## config.mk

```make
export PLATFORM = sky130hd
export DESIGN_NAME = fsb_mcl_credit_bridge
export DESIGN_NICKNAME = d
export VERILOG_FILES = /design/src/rtl/fsb_mcl_credit_bridge.sv
export SDC_FILE = /design/constraint.sdc
export NUM_CORES = 1
export LEC_CHECK = 0
export CAP_MARGIN = 0
export CORE_ASPECT_RATIO = 0.6
export CORE_UTILIZATION = 50
export DETAILED_ROUTE_END_ITERATION = 8
export PLACE_DENSITY = 0.7
export REMOVE_ABC_BUFFERS = 1
export SETUP_SLACK_MARGIN = 0.4
export SYNTH_ARGS = -nofsm -noshare
export SYNTH_HDL_FRONTEND = slang
export SYNTH_SLANG_ARGS = --single-unit
```

## constraint.sdc

```tcl
create_clock -name clk_i -period 18.88 [get_ports clk_i]
set_input_delay 2.832 -clock clk_i [delete_from_list [all_inputs] [get_ports clk_i]]
set_output_delay 2.832 -clock clk_i [all_outputs]
set_load 0.01 [all_outputs]
```

## src/rtl/fsb_mcl_credit_bridge.sv

```systemverilog
// fsb_mcl_credit_bridge
//   Credit-limited bridge between the host adapter and a fabric FSB node.
//   Requests (adapter -> fabric) pass through a registered tx FIFO and
//   responses (fabric -> adapter) through a registered rx FIFO. Requests
//   are only accepted while a credit is free. The credit pool is sized to
//   the rx FIFO, so every solicited response always finds a slot and the
//   fabric is never back-pressured by a slow host.
//
// Ports
//   clk_i, reset_i            clock, synchronous active-high reset
//   adp_v_i/adp_data_i/adp_ready_o   request from adapter (valid/ready)
//   adp_v_o/adp_data_o/adp_ready_i   response to adapter (valid/ready)
//   fsb_v_o/fsb_data_o/fsb_yumi_i    request to fabric (valid/yumi)
//   fsb_v_i/fsb_data_i/fsb_ready_o   response from fabric (valid/ready)
//   credits_o                 free credits (combinational from state)
//   unsolicited_o             sticky: response seen with nothing outstanding
//   tx_count_o, rx_count_o    accepted request/response counters
//
// Build option
//   FSB_CREDIT_BRIDGE_STATS_EN : enables tx/rx stats counters; when it is
//   undefined both counter outputs are tied to zero.
module fsb_mcl_credit_bridge #(
    parameter int fsb_width_p = 80,
    parameter int tx_els_p    = 4,
    parameter int rx_els_p    = 16
) (
    input  logic                            clk_i,
    input  logic                            reset_i,
    input  logic                            adp_v_i,
    input  logic [fsb_width_p-1:0]          adp_data_i,
    output logic                            adp_ready_o,
    output logic                            adp_v_o,
    output logic [fsb_width_p-1:0]          adp_data_o,
    input  logic                            adp_ready_i,
    output logic                            fsb_v_o,
    output logic [fsb_width_p-1:0]          fsb_data_o,
    input  logic                            fsb_yumi_i,
    input  logic                            fsb_v_i,
    input  logic [fsb_width_p-1:0]          fsb_data_i,
    output logic                            fsb_ready_o,
    output logic [$clog2(rx_els_p+1)-1:0]   credits_o,
    output logic                            unsolicited_o,
    output logic [31:0]                     tx_count_o,
    output logic [31:0]                     rx_count_o
);

    localparam int tx_aw_lp  = $clog2(tx_els_p);
    localparam int rx_aw_lp  = $clog2(rx_els_p);
    localparam int cred_w_lp = $clog2(rx_els_p + 1);

    localparam logic [cred_w_lp-1:0] rx_els_c_lp = cred_w_lp'(rx_els_p);
    localparam logic [cred_w_lp:0]   rx_els_w_lp = (cred_w_lp + 1)'(rx_els_p);

    // ---------------- tx FIFO (adapter -> fabric) ----------------
    logic [fsb_width_p-1:0] tx_mem_r [tx_els_p];
    logic [tx_aw_lp:0]      tx_wptr_r, tx_rptr_r;
    logic                   tx_full, tx_empty, tx_enq, tx_deq;

    assign tx_empty = (tx_wptr_r == tx_rptr_r);
    assign tx_full  = (tx_wptr_r[tx_aw_lp] != tx_rptr_r[tx_aw_lp]) &&
                      (tx_wptr_r[tx_aw_lp-1:0] == tx_rptr_r[tx_aw_lp-1:0]);

    // ---------------- rx FIFO (fabric -> adapter) ----------------
    logic [fsb_width_p-1:0] rx_mem_r [rx_els_p];
    logic [rx_aw_lp:0]      rx_wptr_r, rx_rptr_r;
    logic                   rx_full, rx_empty, rx_enq, rx_deq;
    logic [cred_w_lp-1:0]   rx_occ;

    assign rx_empty = (rx_wptr_r == rx_rptr_r);
    assign rx_full  = (rx_wptr_r[rx_aw_lp] != rx_rptr_r[rx_aw_lp]) &&
                      (rx_wptr_r[rx_aw_lp-1:0] == rx_rptr_r[rx_aw_lp-1:0]);
    // extra pointer bit makes the difference the exact occupancy
    assign rx_occ   = cred_w_lp'(rx_wptr_r - rx_rptr_r);

    // ---------------- credit accounting ----------------
    logic [cred_w_lp-1:0] outstanding_r, outstanding_n;
    logic [cred_w_lp:0]   used;
    logic                 unsol_r;

    // one extra bit so outstanding + occupancy cannot overflow; clamp at zero
    assign used      = {1'b0, outstanding_r} + {1'b0, rx_occ};
    assign credits_o = (used >= rx_els_w_lp) ? '0 : cred_w_lp'(rx_els_w_lp - used);

    // handshake outputs are forced low while in reset
    assign adp_ready_o = !reset_i && !tx_full && (credits_o != '0);
    assign fsb_v_o     = !reset_i && !tx_empty;
    assign fsb_ready_o = !reset_i && !rx_full;
    assign adp_v_o     = !reset_i && !rx_empty;

    assign fsb_data_o  = tx_mem_r[tx_rptr_r[tx_aw_lp-1:0]];
    assign adp_data_o  = rx_mem_r[rx_rptr_r[rx_aw_lp-1:0]];

    assign tx_enq = adp_v_i && adp_ready_o;
    assign tx_deq = fsb_yumi_i && fsb_v_o;
    assign rx_enq = fsb_v_i && fsb_ready_o;
    assign rx_deq = adp_v_o && adp_ready_i;

    assign unsolicited_o = unsol_r;

    always_comb begin
        outstanding_n = outstanding_r;
        if (tx_enq && !(rx_enq && outstanding_r != '0)) begin
            if (outstanding_r != rx_els_c_lp)
                outstanding_n = outstanding_r + cred_w_lp'(1);
        end else if (!tx_enq && rx_enq && outstanding_r != '0) begin
            outstanding_n = outstanding_r - cred_w_lp'(1);
        end
    end

    always_ff @(posedge clk_i) begin
        if (reset_i) begin
            tx_wptr_r     <= '0;
            tx_rptr_r     <= '0;
            rx_wptr_r     <= '0;
            rx_rptr_r     <= '0;
            outstanding_r <= '0;
            unsol_r       <= 1'b0;
        end else begin
            if (tx_enq) tx_wptr_r <= tx_wptr_r + (tx_aw_lp + 1)'(1);
            if (tx_deq) tx_rptr_r <= tx_rptr_r + (tx_aw_lp + 1)'(1);
            if (rx_enq) rx_wptr_r <= rx_wptr_r + (rx_aw_lp + 1)'(1);
            if (rx_deq) rx_rptr_r <= rx_rptr_r + (rx_aw_lp + 1)'(1);
            outstanding_r <= outstanding_n;
            if (rx_enq && outstanding_r == '0) unsol_r <= 1'b1;
        end
    end

    // storage needs no reset; pointers define validity
    always_ff @(posedge clk_i) begin
        if (tx_enq) tx_mem_r[tx_wptr_r[tx_aw_lp-1:0]] <= adp_data_i;
        if (rx_enq) rx_mem_r[rx_wptr_r[rx_aw_lp-1:0]] <= fsb_data_i;
    end

`ifdef FSB_CREDIT_BRIDGE_STATS_EN
    logic [31:0] tx_count_r, rx_count_r;

    always_ff @(posedge clk_i) begin
        if (reset_i) begin
            tx_count_r <= '0;
            rx_count_r <= '0;
        end else begin
            if (tx_enq) tx_count_r <= tx_count_r + 32'd1;
            if (rx_enq) rx_count_r <= rx_count_r + 32'd1;
        end
    end

    assign tx_count_o = tx_count_r;
    assign rx_count_o = rx_count_r;
`else
    assign tx_count_o = '0;
    assign rx_count_o = '0;
`endif

endmodule
```

## Yosys cells after proc, flatten, opt, wreduce, memory -nomap -nowiden

Memories as Yosys holds them, arrays and structs flattened. A register that Yosys moved wholly into a read port is not among the register bits.
Cells that the tools add are included.

| storage, ports and cells | value |
|---|---|
| bits in registers | 22 |
| RAM bits | 1600 |
| input bits | 166 |
| output and inout bits | 234 |
| logic and storage cells | 66 |
| memories kept | 2 |

Memories:

| name | depth | bits a word | rd ports | clocked after Yosys merged registers in | wr ports | RTL line | RTL |
|---|---|---|---|---|---|---|---|
| rx_mem_r | 16 | 80 | 1 | 1 | 1 | 64 | `logic [fsb_width_p-1:0] rx_mem_r [rx_els_p];` |
| tx_mem_r | 4 | 80 | 1 | 1 | 1 | 55 | `logic [fsb_width_p-1:0] tx_mem_r [tx_els_p];` |

| operators by class | value |
|---|---|
| add/sub/neg operators | 9 |
| magnitude comparators | 1 |
| eq/ne operators | 8 |
| multiplexer cells | 12 |
| reductions and logical operators | 28 |

Operators by type and width:

| cell | number |
|---|---|
| $mux W5 | 4 |
| $logic_and A1 B1 Y1 | 16 |
| $add A5 B1 Y5 const B | 3 |
| $reduce_bool A5 Y1 | 2 |
| $mux W4 | 2 |
| $logic_not A1 Y1 | 7 |
| $add A3 B1 Y3 const B | 2 |
| $add A5 B5 Y6 | 1 |
| $ge A6 B5 Y1 const B | 1 |
| $eq A5 B5 Y1 | 1 |
| $logic_not A5 Y1 | 1 |
| $ne A5 B5 Y1 const B | 1 |
| $sub A5 B1 Y5 const B | 1 |
| $sub A5 B5 Y5 | 1 |
| $sub A5 B5 Y5 const A | 1 |
| $eq A4 B4 Y1 | 1 |
| $mux W1 | 4 |
| $mux W2 | 2 |
| $eq A3 B3 Y1 | 1 |
| $eq A2 B2 Y1 | 1 |
| $ne A1 B1 Y1 | 2 |
| $ne A2 B1 Y1 const B | 1 |
| $reduce_and A2 Y1 | 1 |
| $reduce_bool A2 Y1 | 1 |

## Logic depth before layout (Yosys ltp)

| logic depth | value |
|---|---|
| depth after elaboration | 12 |
| gate-level depth with buffers | 22 |
| mapped depth without buffers | 21 |

## Least setup slack after synthesis

OpenSTA, ideal clock, no wires.

| timing path | value |
|---|---|
| path type | input to register |
| from | input reset_i |
| to | memory rx_mem_r[0][0], enable pin |
| setup time | 0.617 ns |
| arrival time | 9.203 ns |
| required time | 18.263 ns |
| setup slack | 9.060 ns |
| stages | 5 |
| buffers on the path | 1 |
| cell sequence | a21oi_1 -> and2_1 -> clkbuf_1 -> nand2_1 -> nor3_1 |

| on the way | value |
|---|---|
| word-level cells in the longest chain between the ends | 5 |

Ends and longest elaborated chain:

| what | RTL line | RTL |
|---|---|---|
| from (decl) | 28 | `input logic reset_i,` |
| $logic_not A1 Y1 | 87 | `assign fsb_ready_o = !reset_i && !rx_full;` |
| $logic_and A1 B1 Y1 | 87 |  |
| $logic_and A1 B1 Y1 | 95 | `assign rx_enq = fsb_v_i && fsb_ready_o;` |
| $mux W1 | 131 | `if (rx_enq) rx_mem_r[rx_wptr_r[rx_aw_lp-1:0]] <= fsb_data_i;` |
| $mux W1 (not written as such) | 131 |  |
| to (decl) | 64 |  |

No other way between the ends.

==> flow_summary.html <==
<table>
<tr><th>Metric</th><th>Value</th></tr>
<tr><th colspan="2">Drt</th></tr>
<tr><td>Wire length after detailed routing</td><td>roughly 130000 um</td></tr>
<tr><td>Router iterations before antenna repair</td><td>5</td></tr>
<tr><td>Post-route ant nets</td><td>0</td></tr>
<tr><td>Routed vias/inst</td><td>slightly below 6</td></tr>
<tr><td>Final routed DRC violation total</td><td>0</td></tr>
<tr><td>Number of vias in the routed layout</td><td>roughly 28000</td></tr>
<tr><td>Final routed wire length divided by cell count</td><td>between 20 and 30 um</td></tr>
<tr><td>Initial DRC Count</td><td>between 2000 and 3000</td></tr>
<tr><th colspan="2">Synthesis</th></tr>
<tr><td>Synthesized area divided by synthesized cell count</td><td>roughly 25 um2</td></tr>
<tr><td>Dominant synthesized flop cell</td><td>edfxtp_1</td></tr>
<tr><td>Biggest area contributors in the synthesized netlist</td><td>edfxtp_1 78%, mux4_2 17%, dfxtp_1 0.91%</td></tr>
<tr><td>Netlist Area Pre-Place</td><td>approximately 62000 um2</td></tr>
<tr><td>Async S/R FF share, synth</td><td>0%</td></tr>
<tr><td>Top cell type's share of synthesized area</td><td>between 70 and 80%</td></tr>
<tr><td>Count of flip-flops with a built-in enable after synthesis</td><td>1600</td></tr>
<tr><td>Count of distinct cell types in the synthesized netlist</td><td>47</td></tr>
<tr><td>Most instantiated cells after synthesis</td><td>1600 x edfxtp_1, 480 x mux4_2, 79 x clkbuf_1</td></tr>
<tr><td>Cell count after synthesis</td><td>2501</td></tr>
<tr><td>Warnings from Yosys</td><td>0</td></tr>
<tr><td>Proportion of synthesized chip area in sequential cells</td><td>78.67%</td></tr>
<tr><td>Register bit count reported by yosys</td><td>approximately 1600</td></tr>
<tr><td>Area leader, netlist</td><td>edfxtp_1</td></tr>
<tr><td>Dominant cell by count in the synthesized netlist</td><td>edfxtp_1</td></tr>
<tr><th colspan="2">Timing</th></tr>
<tr><td>Final-report hold violation count</td><td>0</td></tr>
<tr><td>Crit path time final</td><td>roughly 8.7 ns</td></tr>
<tr><td>Clock skew</td><td>slightly below 0.02 ns</td></tr>
<tr><td>Slew at the pin closest to its max-slew limit</td><td>1.125 ns</td></tr>
<tr><td>Post-route setup TNS</td><td>0 ns</td></tr>
<tr><td>RSZ-0062 raised after global routing</td><td>no</td></tr>
<tr><td>Final setup violation count</td><td>0</td></tr>
<tr><td>Highest clock frequency the design can meet</td><td>114.7 MHz</td></tr>
<tr><td>Normalized max-slew margin</td><td>24.79%</td></tr>
<tr><td>Max Slew Vio Count</td><td>0</td></tr>
<tr><td>Share of the clock period used by the worst path</td><td>a little under half</td></tr>
<tr><th colspan="2">Die</th></tr>
<tr><td>Effective utilization at floorplan</td><td>50.64%</td></tr>
<tr><td>Number of standard-cell rows in the floorplan</td><td>between 90 and 100</td></tr>
<tr><td>Number of top-level pins</td><td>400</td></tr>
<tr><td>Area of the core</td><td>122000 um2</td></tr>
<tr><td>Die area</td><td>approximately 130000 um2</td></tr>
<tr><td>Height of the die</td><td>274.3 um</td></tr>
<tr><td>Die Span X</td><td>455.8 um</td></tr>
<tr><th colspan="2">Worst setup path</th></tr>
<tr><td>WP data required</td><td>roughly 16 ns</td></tr>
<tr><td>Gate family responsible for the most delay along the worst path</td><td>buffers and inverters</td></tr>
<tr><td>Crit path cell chain</td><td>buf_12 -&gt; buf_4 -&gt; buf_4 -&gt; mux4_2 -&gt; mux4_2 -&gt; clkdlybuf4s50_1</td></tr>
<tr><td>Maximum fanout count along the critical path</td><td>109</td></tr>
<tr><td>Critical path data arrival time</td><td>between 5 and 6 ns</td></tr>
<tr><td>Buf+Inv Stages, Crit Path</td><td>4</td></tr>
<tr><td>Maximum cell stage delay along the critical path</td><td>0.87 ns</td></tr>
<tr><td>Cell type of the slowest stage on the worst timing path</td><td>buf_4</td></tr>
<tr><td>Kind of end point of the critical path</td><td>output pin</td></tr>
<tr><td>Kind of critical path</td><td>reg2out</td></tr>
<tr><td>Category of the worst setup path launch point</td><td>flop</td></tr>
<tr><th colspan="2">Clocking</th></tr>
<tr><td>Quantity of gates resized following cts</td><td>0</td></tr>
<tr><td>H-tree depth</td><td>4</td></tr>
<tr><td>Setup repair bufs after CTS</td><td>0</td></tr>
<tr><td>Insertion delay to the later sink of the worst-skew pair</td><td>about 0.76 ns</td></tr>
<tr><td>Longest Clk Path Bufs</td><td>3</td></tr>
<tr><td>TritonCTS clock tree</td><td>yes</td></tr>
<tr><td>Number of clock buffers inserted by TritonCTS</td><td>148</td></tr>
<tr><td>Cell at the root of the clock tree</td><td>clkbuf_16</td></tr>
<tr><td>Clk sink count</td><td>roughly 1600</td></tr>
<tr><td>CTS clk-pin slew, worst paths</td><td>0.06 ns</td></tr>
<tr><td>Number of buffers inserted for hold repair after clock tree synthesis</td><td>0</td></tr>
<tr><th colspan="2">Cells and area</th></tr>
<tr><td>Area overhead of the layout relative to synthesis</td><td>15.99%</td></tr>
<tr><td>Filler cells</td><td>8333</td></tr>
<tr><td>Non-filler cells, final</td><td>4650</td></tr>
<tr><td>Number of nets in the layout</td><td>between 3000 and 4000</td></tr>
<tr><td>Sequential cell area</td><td>~50000 um2</td></tr>
<tr><td>Final Util</td><td>about three fifths</td></tr>
<tr><td>Multi-input combinational cell area</td><td>about 13000 um2</td></tr>
<tr><td>Fraction of final layout cells with drive strength greater than 1</td><td>roughly a quarter</td></tr>
<tr><th colspan="2">Global routing</th></tr>
<tr><td>Antenna violations before repair</td><td>14</td></tr>
<tr><td>Met1 demand-to-capacity share in global routing</td><td>a little under a third</td></tr>
<tr><td>Highest-utilization routing layer at the global route stage</td><td>met2</td></tr>
<tr><td>Maximum number of pins on one net before global-route repair</td><td>approximately 150</td></tr>
<tr><td>Met3 Track Usage GR</td><td>about 3.8%</td></tr>
<tr><td>Global Route met2 Usage</td><td>35.13%</td></tr>
<tr><td>Grt total ovfl</td><td>0</td></tr>
<tr><td>Vias in the first global route</td><td>28570</td></tr>
<tr><td>Total track usage</td><td>a little over a fifth</td></tr>
<tr><td>Wire length of the first global-routing pass</td><td>just under 200000 um</td></tr>
<tr><th colspan="2">Pwr</th></tr>
<tr><td>Combinational share of power</td><td>roughly a tenth</td></tr>
<tr><td>Switch share</td><td>roughly 22%</td></tr>
<tr><td>IR drop worst, VDD</td><td>approximately 90 uV</td></tr>
<tr><td>Internal power</td><td>6086 uW</td></tr>
<tr><td>Leakage component of the power</td><td>0.02176 uW</td></tr>
<tr><td>Relative contribution of the clock network to total power</td><td>37.2%</td></tr>
<tr><td>Part of the power in registers</td><td>a little over half</td></tr>
<tr><td>Switching Power</td><td>about 1700 uW</td></tr>
<tr><td>Power density over the cells</td><td>109.0 nW/um2</td></tr>
<tr><th colspan="2">Placed design</th></tr>
<tr><td>Number of placed instances, taps included</td><td>approximately 4400</td></tr>
<tr><td>Final weighted congestion in routability-driven placement</td><td>about 0.76</td></tr>
<tr><td>Input/output buffers</td><td>approximately 340</td></tr>
<tr><td>Estimated wirelength of the detail-placed design</td><td>approximately 70000 um</td></tr>
<tr><th colspan="2">Flow run</th></tr>
<tr><td>Max-capacitance violation count</td><td>0</td></tr>
<tr><th colspan="2">Outcome</th></tr>
<tr><td>Result of the run</td><td>complete, no violations</td></tr>
<tr><th colspan="2">Worst hold path</th></tr>
<tr><td>Worst hold path class</td><td>reg2reg</td></tr>
</table>
final cells by class:
| type | instances | share of cell area, % |
|---|---|---|
| Antenna cell | 2 | 0.006984 |
| Clock buffer | 179 | 5.390 |
| Clock inverter | 85 | 1.082 |
| Inverter | 16 | 0.08380 |
| Multi-Input combinational cell | 739 | 17.53 |
| Sequential cell | 1628 | 67.85 |
| Tap cell | 1616 | 2.821 |
| Timing Repair Buffer | 385 | 5.238 |
worst register-to-register path, stage by stage, from the launching register on:
cell and delay (ns):
dfxtp_1 0.36, inv_1 0.14, ha_1 0.16, inv_1 0.06, fa_1 0.56, inv_1 0.07
fa_1 0.40, xnor2_1 0.31, o211ai_1 0.28, a2111oi_2 0.49, a41oi_2 0.16, a21oi_4 0.35
o21ai_0 0.33, fa_1 0.51, a21o_1 0.19, a21oi_1 0.35, nor3_1 0.09, o21ai_0 0.23
nand3_1 0.10
stage by stage:
step | hold WS, ns | power [uW] | cell area, um2 | setup slack [ns]
after floorplan | 0.4652 | 4714 | 61100 | 1.863
after global placement | 0.4794 | 4963 | 67020 | 10.86
after detailed placement | 0.4696 | 4993 | 67020 | 10.73
after CTS | 0.4853 | 7879 | 71660 | 9.894
after global routing | 0.5010 | 8062 | 71660 | 9.617
final | 0.4741 | 7812 | 71670 | 10.16
metal layers:
layer	vias up	part of all wire (%)
met5	-	0.064
met4	12	1.6
met3	174	6.3
met2	1037	50
met1	15040	42
li1	11440	-
cell usage in the layout, fill, tap and decap left out, types with 23 or more instances in the layout:
cell type,synthesis,final
buf_4,65,48
clkbuf_1,79,29
clkbuf_16,0,150
clkdlybuf4s50_1,0,335
clkinv_1,0,29
clkinv_2,0,26
conb_1,1,64
edfxtp_1,1600,1600
ha_1,23,23
mux4_2,480,480
nor2_1,38,25
power groups by stage:
stage / combinational [uW] / clock (uW) / sequential [uW]
2_1_floorplan: 501 / 0 / 4210
3_3_place_gp: 791 / 0 / 4170
3_5_place_dp: 813 / 0 / 4180
4_1_cts: 818 / 2960 / 4100
5_1_grt: 859 / 3100 / 4110
6_report: 807 / 2900 / 4100
worst paths after layout:
check / from / end / slack [ns] / depth (start not counted)
worst max register to register: rx_wptr_r[0] / outstanding_r[4] / 13.62 / 18
worst min register to register: unsolicited_o / unsolicited_o / 0.47 / 2
worst max-delay path: flop / adp_data_o[49] / 10.16 / 6
worst min-delay path: unsolicited_o / unsolicited_o / 0.47 / 2
flip-flops by register name, indices dropped and copies added, names as in the netlist, named ones only:
| signal | flops |
|---|---|
| rx_mem_r | 1280 |
| tx_mem_r | 320 |
| outstanding_r | 5 |
| rx_rptr_r | 5 |
| rx_wptr_r | 5 |
| tx_rptr_r | 3 |
| tx_wptr_r | 3 |
| unsolicited_o | 1 |
cells by family (layout without fill, tap and decap cells):
group                    after synthesis  count (layout)  synth area share [%]
AO/OA/AOI/OAI                         42              42                0.4901
XOR/XNOR                              22              22                0.3119
adder cells (fa/ha/maj)               26              26                0.5630
buffers and inverters                197             665                 1.592
flip-flops                          1628            1628                 78.67
multiplexers                         486             486                 17.60
other                                  1              66              0.006069
AND/OR/NAND/NOR                       99              99                0.7695
(Power assumes the default switching activity.)
